## config.mk

```make
export PLATFORM = sky130hd
export DESIGN_NAME = ps2_key_event_queue_flat
export DESIGN_NICKNAME = d
export VERILOG_FILES = /design/src/rtl/ps2_key_event_queue_pkg.sv /design/src/rtl/ps2_key_event_queue_if.sv /design/src/rtl/ps2_event_fifo.sv /design/src/rtl/ps2_key_event_queue.sv /design/src/flat_wrapper.sv
export SDC_FILE = /design/constraint.sdc
export NUM_CORES = 1
export LEC_CHECK = 0
export BUFFER_PORTS_ARGS = -buffer_cell sky130_fd_sc_hd__buf_2
export CAP_MARGIN = 10
export CORE_MARGIN = 2
export CORE_UTILIZATION = 40
export CTS_BUF_LIST = sky130_fd_sc_hd__clkbuf_4 sky130_fd_sc_hd__clkbuf_8 sky130_fd_sc_hd__clkbuf_16
export CTS_CLUSTER_DIAMETER = 30
export CTS_CLUSTER_SIZE = 30
export DETAILED_ROUTE_END_ITERATION = 6
export PLACE_DENSITY = 0.55
export SYNTH_ARGS = -nofsm -noshare
export SYNTH_HDL_FRONTEND = slang
export SYNTH_SLANG_ARGS = --single-unit
```

## constraint.sdc

```tcl
create_clock -name Clock_50 -period 3.1 [get_ports Clock_50]
set_clock_uncertainty 0.05 [all_clocks]
set_input_delay 0.62 -clock Clock_50 [delete_from_list [all_inputs] [get_ports Clock_50]]
set_output_delay 0.62 -clock Clock_50 [all_outputs]
set_load 0.02 [all_outputs]
```

## src/rtl/ps2_key_event_queue_pkg.sv

```systemverilog
// Shared types and constants for the PS/2 key event queue: parser states,
// scan-code constants and the packing of a queued key word.
package ps2_key_pkg;

    typedef enum logic [1:0] {
        S_IDLE      = 2'd0,
        S_EXT       = 2'd1,
        S_BREAK     = 2'd2,
        S_EXT_BREAK = 2'd3
    } ps2_state_e;

    localparam logic [7:0] PS2_PREFIX_EXT   = 8'hE0;
    localparam logic [7:0] PS2_PREFIX_BREAK = 8'hF0;
    localparam logic [7:0] PS2_PAUSE        = 8'hE1;
    localparam logic [7:0] PS2_LSHIFT       = 8'h12;
    localparam logic [7:0] PS2_RSHIFT       = 8'h59;

    localparam int KEY_CODE_W = 8;
    localparam int KEY_ID_W   = KEY_CODE_W + 1;   // {extended, code}
    localparam int KEY_WORD_W = KEY_CODE_W + 2;   // {shift, extended, code}

    // Bytes the keyboard uses as fill/error markers; never a key of ours.
    function automatic logic is_junk_byte(input logic [7:0] b);
        return (b == 8'h00) || (b == 8'hFF) || (b == PS2_PAUSE);
    endfunction

endpackage

```

## src/rtl/ps2_key_event_queue_if.sv

```systemverilog
// Bundle between the PS/2 byte source / LCD consumer (master) and the
// key event queue (slave). Signal names match the block's port list.
interface ps2_key_event_queue_if
    import ps2_key_pkg::*;
#(
    parameter int DEPTH_LOG2 = 4
) ();
    // PS2_code is valid while PS2_code_ready is high; a new byte is marked by
    // the rising edge of PS2_code_ready. Key_pop_I removes the head entry in
    // the cycle it is high while Key_valid_O is high; no back-pressure exists.
    logic [7:0]            PS2_code;
    logic                  PS2_code_ready;
    logic                  Clear_I;
    logic                  Key_pop_I;
    logic                  Key_valid_O;
    logic [KEY_WORD_W-1:0] Key_data_O;
    logic [DEPTH_LOG2:0]   Key_count_O;
    logic                  Shift_O;
    logic                  Overflow_O;
    ps2_state_e            parser_state;

    modport master (
        output PS2_code, PS2_code_ready, Clear_I, Key_pop_I,
        input  Key_valid_O, Key_data_O, Key_count_O, Shift_O, Overflow_O,
        input  parser_state
    );

    modport slave (
        input  PS2_code, PS2_code_ready, Clear_I, Key_pop_I,
        output Key_valid_O, Key_data_O, Key_count_O, Shift_O, Overflow_O,
        output parser_state
    );
endinterface

```

## src/rtl/ps2_event_fifo.sv

```systemverilog
// Synchronous show-ahead FIFO: head word is visible combinationally, reads
// zero when empty. Clear beats push; a push into a full FIFO without a pop
// is dropped and latches the sticky overflow flag.
module ps2_event_fifo #(
    parameter int W          = 10,
    parameter int DEPTH_LOG2 = 4
) (
    input  logic                clk,
    input  logic                rst,
    input  logic                clear_i,
    input  logic                push_i,
    input  logic                pop_i,
    input  logic [W-1:0]        data_i,
    output logic [W-1:0]        data_o,
    output logic [DEPTH_LOG2:0] count_o,
    output logic                full_o,
    output logic                empty_o,
    output logic                overflow_o
);
    localparam int DEPTH = 1 << DEPTH_LOG2;

    logic [W-1:0]          mem [DEPTH];
    logic [DEPTH_LOG2-1:0] wr_ptr_q, wr_ptr_d;
    logic [DEPTH_LOG2-1:0] rd_ptr_q, rd_ptr_d;
    logic [DEPTH_LOG2:0]   count_q, count_d;
    logic                  overflow_q, overflow_d;
    logic                  do_push, do_pop;

    assign full_o  = (count_q == (DEPTH_LOG2 + 1)'(DEPTH));
    assign empty_o = (count_q == '0);

    // A pop on a full FIFO frees the slot the simultaneous push needs.
    assign do_pop  = pop_i && !empty_o && !clear_i;
    assign do_push = push_i && (!full_o || pop_i) && !clear_i;

    always_comb begin
        wr_ptr_d   = wr_ptr_q;
        rd_ptr_d   = rd_ptr_q;
        count_d    = count_q;
        overflow_d = overflow_q;
        if (clear_i) begin
            wr_ptr_d   = '0;
            rd_ptr_d   = '0;
            count_d    = '0;
            overflow_d = 1'b0;
        end else begin
            if (do_push) wr_ptr_d = wr_ptr_q + 1'b1;
            if (do_pop)  rd_ptr_d = rd_ptr_q + 1'b1;
            case ({do_push, do_pop})
                2'b10:   count_d = count_q + 1'b1;
                2'b01:   count_d = count_q - 1'b1;
                default: count_d = count_q;
            endcase
            if (push_i && full_o && !pop_i) overflow_d = 1'b1;
        end
    end

    always_ff @(posedge clk or posedge rst) begin
        if (rst) begin
            wr_ptr_q   <= '0;
            rd_ptr_q   <= '0;
            count_q    <= '0;
            overflow_q <= 1'b0;
        end else begin
            wr_ptr_q   <= wr_ptr_d;
            rd_ptr_q   <= rd_ptr_d;
            count_q    <= count_d;
            overflow_q <= overflow_d;
        end
    end

    always_ff @(posedge clk) begin
        if (do_push) mem[wr_ptr_q] <= data_i;
    end

    assign data_o     = empty_o ? '0 : mem[rd_ptr_q];
    assign count_o    = count_q;
    assign overflow_o = overflow_q;
endmodule

```

## src/rtl/ps2_key_event_queue.sv

```systemverilog
// Turns the raw PS/2 scan byte stream into queued key presses: strips E0/F0
// prefixes and break codes, tracks shift and drops typematic repeats.
module ps2_key_event_queue
    import ps2_key_pkg::*;
#(
    parameter int DEPTH_LOG2      = 4,
    parameter bit SUPPRESS_REPEAT = 1'b1
) (
    input  logic                  Clock_50,
    input  logic                  Reset,
    ps2_key_event_queue_if.slave  bus
);
    logic                buf_q;
    logic                strobe;
    ps2_state_e          state_q, state_d;
    logic                ev_make, ev_break, ev_ext;
    logic                lshift_q, lshift_d, rshift_q, rshift_d;
    logic                held_valid_q, held_valid_d;
    logic [KEY_ID_W-1:0] held_key_q, held_key_d;
    logic [KEY_ID_W-1:0] key_id;
    logic                is_lshift, is_rshift;
    logic                push;
    logic [DEPTH_LOG2:0] fifo_count;
    logic                fifo_full, fifo_empty;

    assign strobe = bus.PS2_code_ready & ~buf_q;

    always_ff @(posedge Clock_50 or posedge Reset) begin
        if (Reset) begin
            buf_q        <= 1'b0;
            state_q      <= S_IDLE;
            lshift_q     <= 1'b0;
            rshift_q     <= 1'b0;
            held_valid_q <= 1'b0;
            held_key_q   <= '0;
        end else begin
            buf_q        <= bus.PS2_code_ready;
            state_q      <= state_d;
            lshift_q     <= lshift_d;
            rshift_q     <= rshift_d;
            held_valid_q <= held_valid_d;
            held_key_q   <= held_key_d;
        end
    end

    always_comb begin
        state_d = state_q;
        if (strobe) begin
            if (is_junk_byte(bus.PS2_code)) begin
                state_d = S_IDLE;
            end else begin
                case (state_q)
                    S_IDLE: begin
                        if (bus.PS2_code == PS2_PREFIX_EXT)        state_d = S_EXT;
                        else if (bus.PS2_code == PS2_PREFIX_BREAK) state_d = S_BREAK;
                    end
                    S_EXT: begin
                        if (bus.PS2_code == PS2_PREFIX_BREAK) state_d = S_EXT_BREAK;
                        else                                  state_d = S_IDLE;
                    end
                    default: state_d = S_IDLE;
                endcase
            end
        end
    end

    always_comb begin
        ev_make  = 1'b0;
        ev_break = 1'b0;
        ev_ext   = 1'b0;
        if (strobe && !is_junk_byte(bus.PS2_code)) begin
            case (state_q)
                S_IDLE: ev_make = (bus.PS2_code != PS2_PREFIX_EXT) &&
                                  (bus.PS2_code != PS2_PREFIX_BREAK);
                S_EXT: begin
                    ev_make = (bus.PS2_code != PS2_PREFIX_BREAK);
                    ev_ext  = 1'b1;
                end
                S_BREAK: ev_break = 1'b1;
                S_EXT_BREAK: begin
                    ev_break = 1'b1;
                    ev_ext   = 1'b1;
                end
                default: ;
            endcase
        end
    end

    assign key_id    = {ev_ext, bus.PS2_code};
    assign is_lshift = !ev_ext && (bus.PS2_code == PS2_LSHIFT);
    assign is_rshift = !ev_ext && (bus.PS2_code == PS2_RSHIFT);

    // Shift keys only steer the shift bits; they never enter the queue or the
    // held-key register, so holding shift does not disturb repeat filtering.
    always_comb begin
        lshift_d     = lshift_q;
        rshift_d     = rshift_q;
        held_valid_d = held_valid_q;
        held_key_d   = held_key_q;
        push         = 1'b0;
        if (ev_make) begin
            if (is_lshift)      lshift_d = 1'b1;
            else if (is_rshift) rshift_d = 1'b1;
            else if (!(SUPPRESS_REPEAT && held_valid_q && held_key_q == key_id)) begin
                push         = 1'b1;
                held_valid_d = 1'b1;
                held_key_d   = key_id;
            end
        end else if (ev_break) begin
            if (is_lshift)      lshift_d = 1'b0;
            else if (is_rshift) rshift_d = 1'b0;
            else if (held_valid_q && held_key_q == key_id) held_valid_d = 1'b0;
        end
    end

    ps2_event_fifo #(
        .W          (KEY_WORD_W),
        .DEPTH_LOG2 (DEPTH_LOG2)
    ) u_fifo (
        .clk        (Clock_50),
        .rst        (Reset),
        .clear_i    (bus.Clear_I),
        .push_i     (push),
        .pop_i      (bus.Key_pop_I),
        .data_i     ({lshift_q | rshift_q, key_id}),
        .data_o     (bus.Key_data_O),
        .count_o    (fifo_count),
        .full_o     (fifo_full),
        .empty_o    (fifo_empty),
        .overflow_o (bus.Overflow_O)
    );

    assign bus.Key_count_O  = fifo_count;
    assign bus.Key_valid_O  = !fifo_empty;
    assign bus.Shift_O      = lshift_q | rshift_q;
    assign bus.parser_state = state_q;

    logic unused_full;
    assign unused_full = fifo_full;
endmodule

```

## src/flat_wrapper.sv

```systemverilog
// flat-port wrapper written by rule: the top's interface ports become plain ports
module ps2_key_event_queue_flat import ps2_key_pkg::*;
#(
    parameter int DEPTH_LOG2      = 4,
    parameter bit SUPPRESS_REPEAT = 1'b1
)
  (Clock_50, Reset, bus_PS2_code, bus_PS2_code_ready, bus_Clear_I, bus_Key_pop_I, bus_Key_valid_O, bus_Key_data_O, bus_Key_count_O, bus_Shift_O, bus_Overflow_O, bus_parser_state);
  ps2_key_event_queue_if #(.DEPTH_LOG2(DEPTH_LOG2)) bus_i ();
  input  logic Clock_50;
  input  logic Reset;
  input wire logic [$bits(bus_i.PS2_code)-1:0] bus_PS2_code;
  input wire logic [$bits(bus_i.PS2_code_ready)-1:0] bus_PS2_code_ready;
  input wire logic [$bits(bus_i.Clear_I)-1:0] bus_Clear_I;
  input wire logic [$bits(bus_i.Key_pop_I)-1:0] bus_Key_pop_I;
  output wire logic [$bits(bus_i.Key_valid_O)-1:0] bus_Key_valid_O;
  output wire logic [$bits(bus_i.Key_data_O)-1:0] bus_Key_data_O;
  output wire logic [$bits(bus_i.Key_count_O)-1:0] bus_Key_count_O;
  output wire logic [$bits(bus_i.Shift_O)-1:0] bus_Shift_O;
  output wire logic [$bits(bus_i.Overflow_O)-1:0] bus_Overflow_O;
  output wire logic [$bits(bus_i.parser_state)-1:0] bus_parser_state;
  assign bus_i.PS2_code = bus_PS2_code;
  assign bus_i.PS2_code_ready = bus_PS2_code_ready;
  assign bus_i.Clear_I = bus_Clear_I;
  assign bus_i.Key_pop_I = bus_Key_pop_I;
  assign bus_Key_valid_O = bus_i.Key_valid_O;
  assign bus_Key_data_O = bus_i.Key_data_O;
  assign bus_Key_count_O = bus_i.Key_count_O;
  assign bus_Shift_O = bus_i.Shift_O;
  assign bus_Overflow_O = bus_i.Overflow_O;
  assign bus_parser_state = bus_i.parser_state;
  ps2_key_event_queue #(.DEPTH_LOG2(DEPTH_LOG2), .SUPPRESS_REPEAT(SUPPRESS_REPEAT)) u_core (.Clock_50(Clock_50), .Reset(Reset), .bus(bus_i));
endmodule
```

==> out/results.ini <==
[run_status]
status = finished, final reports clean

[synth]
synth_warnings = 0
synth_ff_type = edfxtp_1
syn_nets = 525
synth-edff-count = 160
synthCells = 504
postSynth.asyncResetShare_pct = 15.3
syn_area_um2 = 8000
synth_cell_types = 52
ys_ff_latch = 189
avgSynthCellArea_um2 = 15.9
yosysSeqAreaShare_pct = 69.1

[critical_path]
worst_path_largest_cell_delay_ns = 0.57
crit_slowest_cell = dfrtp_4
path_cells = buf_16, mux2i_1, o221ai_1, o21ai_0, a211oi_1, buf_2
arrival_ns = 2.31
start_kind = flop
endpoint_kind = output pin
criticalPathCategory = reg2out
path_delay_family = compound AO/OA/AOI/OAI gates
critPathRequiredTime_ns = 2.43
critPathBufInv = 2
critical_path.max_fanout = 35

[clocking]
clk_pin_slew_worst_paths_ns = 0.07
clock-root-buffer = clkbuf_16
clock_latency_ns = 0.42
numCtsBuffers = 17
clockBufferDepth = 2
cts.htree.levels = 4
cts_tree = done
hold_buffers = 0
clock-sinks = 189

[finish]
seq_area_um2 = 5530
final_layout_size_suffix_gt1_share_pct = 31.4
fillCellCount = 1654
nets = 636
syn2layout_area_growth_pct = 22.6
fin_util_pct = 50.2
multi_input_area_um2 = 2390
diodes = 0
design_area_um2 = 9810

[route]
drc = 0
wl_per_cell_um = 21.9
drt_pass1_iterations = 4
routed_via_density = 5.33
via_count = 4760
drtAntennaViolNets = 0
finalWirelength_um = 19500
dr.first_iter.drc_count = 412

[global_routing]
grt_max_degree = 36
grt_pass1_wl_um = 29900
grt_pass1_vias = 4934
gr-total-overflow = 0
grt_antenna_before_repair = 0
track_usage_pct = 19.2

[timing]
maxSlewViolCount = 0
worst_slew_pin_slew_ns = 0.614
hold_violations = 0
fmax_mhz = 335
final-setup-viol-count = 0
max_slew_margin_pct = 59.0
rsz0062_at_grt = true
finalCritPeriodShare_pct = 96.3
fin_crit_ns = 2.98

[die]
die_w_um = 145
pin_count = 33
die_height_um = 145
rows = 51
start_util_pct = 41.0
core_um2 = 19500
dieArea_um2 = 21100

[power_and_ir_drop]
vdd_drop_max_v = 0.000424
leakage_nw = 3.38
p_total_mw = 6.82
p_per_area_nw_per_um2 = 695

[flow_run]
cap_violations = 0

[hold_path]
hold_class = in2async

[placed_design]
io_buffer_count = 32
gp_congestion = 0.779
dp_hpwl_um = 13400
placed_area_um2 = 9120

-- cell type report --
class                      count  share of cell area (%)
clock buffer                  18                    4.41
clock inverter                14                    1.87
inverter                       8                   0.306
multi-input combinational    282                    24.4
sequential                   189                    56.4
tap                          265                    3.38
timing repair buffer         117                    9.23
-- through the flow --
stage	hold WS (ns)	instances	setup TNS [ns]	setup slack (ns)
floorplan	0.391	504	-0.0494	-0.0494
global placement	0.408	860	-0.695	-0.201
detailed placement	0.422	860	-1.90	-0.246
CTS	0.231	892	0	0.00188
global route	0.246	893	-0.0158	-0.0158
finish	0.207	893	0	0.115
-- placed cells by master (no fill, tap or decap), types with 3 or more instances in the layout --
master,count
a211oi_1,7
a211oi_2,3
a21oi_1,5
a31oi_1,5
and2_1,3
buf_12,7
buf_2,32
buf_4,77
bufinv_16,3
clkbuf_16,17
clkinv_4,4
dfrtp_1,28
edfxtp_1,160
ha_1,7
inv_1,8
mux2_2,6
mux2i_1,42
mux4_2,20
nand2_1,31
nand2b_1,3
nand3_1,7
nand4_1,5
nor2_1,47
o21ai_0,12
o221ai_1,15
o221ai_2,5
xnor2_1,8
xor2_1,13
-- where the power goes --
group | switching, mW | internal (mW)
Sequential | 0.0674 | 2.82
Combinational | 0.953 | 0.729
Clock | 0.955 | 1.30
-- logic make-up after synthesis --
family | count (synthesis) | share of synthesized area, %
DFF | 189 | 69.1
and+or+nand+nor | 119 | 7.37
muxes | 68 | 11.7
AOI/OAI and AO/OA | 66 | 6.51
adders and majority gates | 8 | 1.25
buffers and inverters | 33 | 1.72
xor gates and xnor gates | 21 | 2.30
-- cell usage after synthesis, types with 3 or more instances --
cell type / instances / area [um^2]
mux4_2: 20 / 450
or4_1: 3 / 22.5
buf_1: 8 / 30.0
nand4_1: 5 / 31.3
nand2_1: 31 / 116
a31oi_1: 5 / 31.3
o221ai_1: 20 / 175
a211oi_1: 10 / 75.1
nor4_1: 3 / 18.8
nand3_1: 7 / 35.0
nor2_1: 47 / 176
xnor2_1: 8 / 70.1
ha_1: 8 / 100
a21oi_1: 5 / 25.0
inv_1: 8 / 30.0
mux2_2: 6 / 67.6
edfxtp_1: 160 / 4800
dfrtp_1: 29 / 726
clkbuf_1: 11 / 41.3
and2_1: 3 / 18.8
nand2b_1: 3 / 18.8
xor2_1: 13 / 114
buf_2: 5 / 25.0
o21ai_0: 12 / 60.1
mux2i_1: 42 / 420
-- per-layer routing --
metal  part of all wire [%]  track usage (%)  wire (um)
met1                     46             26.0       8940
met2                     49             31.4       9610
met3                    3.6             3.92        709
met5                      0                0          0
met4                    1.3             5.88        258
-- worst register-to-register path: cells and delay by family, from the launching register on --
kind	cells	cell delay, ns
adder cells (fa/ha/maj)	1	0.21
AND/OR/NAND/NOR	6	1.00
flip-flops	1	0.38
XOR/XNOR	2	0.34
AO/OA/AOI/OAI	4	0.77
-- final timing paths --
check / slack (ns) / end / from / cells after the start
min in group Clock_50: 0.26 / u_core.buf_q$_DFF_PP0_ / bus_PS2_code_ready / 1
hold reg to reg: 0.43 / u_core.lshift_q$_DFFE_PP0P_ / u_core.lshift_q$_DFFE_PP0P_ / 2
max in group asynchronous: 2.12 / u_core.u_fifo.rd_ptr_q[0]$_DFFE_PP0P_ / Reset / 3
hold / removal: 0.21 / u_core.u_fifo.overflow_o$_DFFE_PP0P_ / Reset / 2
setup reg to reg: 0.22 / u_core.u_fifo.count_o[4]$_DFFE_PP0P_ / u_core.u_fifo.count_o[0]$_DFFE_PP0P_ / 13
setup / recovery: 0.12 / bus_Key_data_O[7] / u_core.u_fifo.rd_ptr_q[0]$_DFFE_PP0P_ / 6
-- state kept, by name, summed over array words and instances (netlist names) --
name                      cells
u_core.rshift_q               1
u_core.buf_q                  1
u_core.u_fifo.rd_ptr_q        4
u_core.held_valid_q           1
u_core.u_fifo.overflow_o      1
u_core.held_key_q             9
u_core.u_fifo.mem           160
u_core.u_fifo.wr_ptr_q        4
u_core.lshift_q               1
u_core.u_fifo.count_o         5
u_core.bus.parser_state       2
-- timing repair --
item	in CTS	in global routing
buffers inserted	0	1
setup endpoints to repair	0	7
resized for setup	0	12
Power figures use the tool's default switching activity.
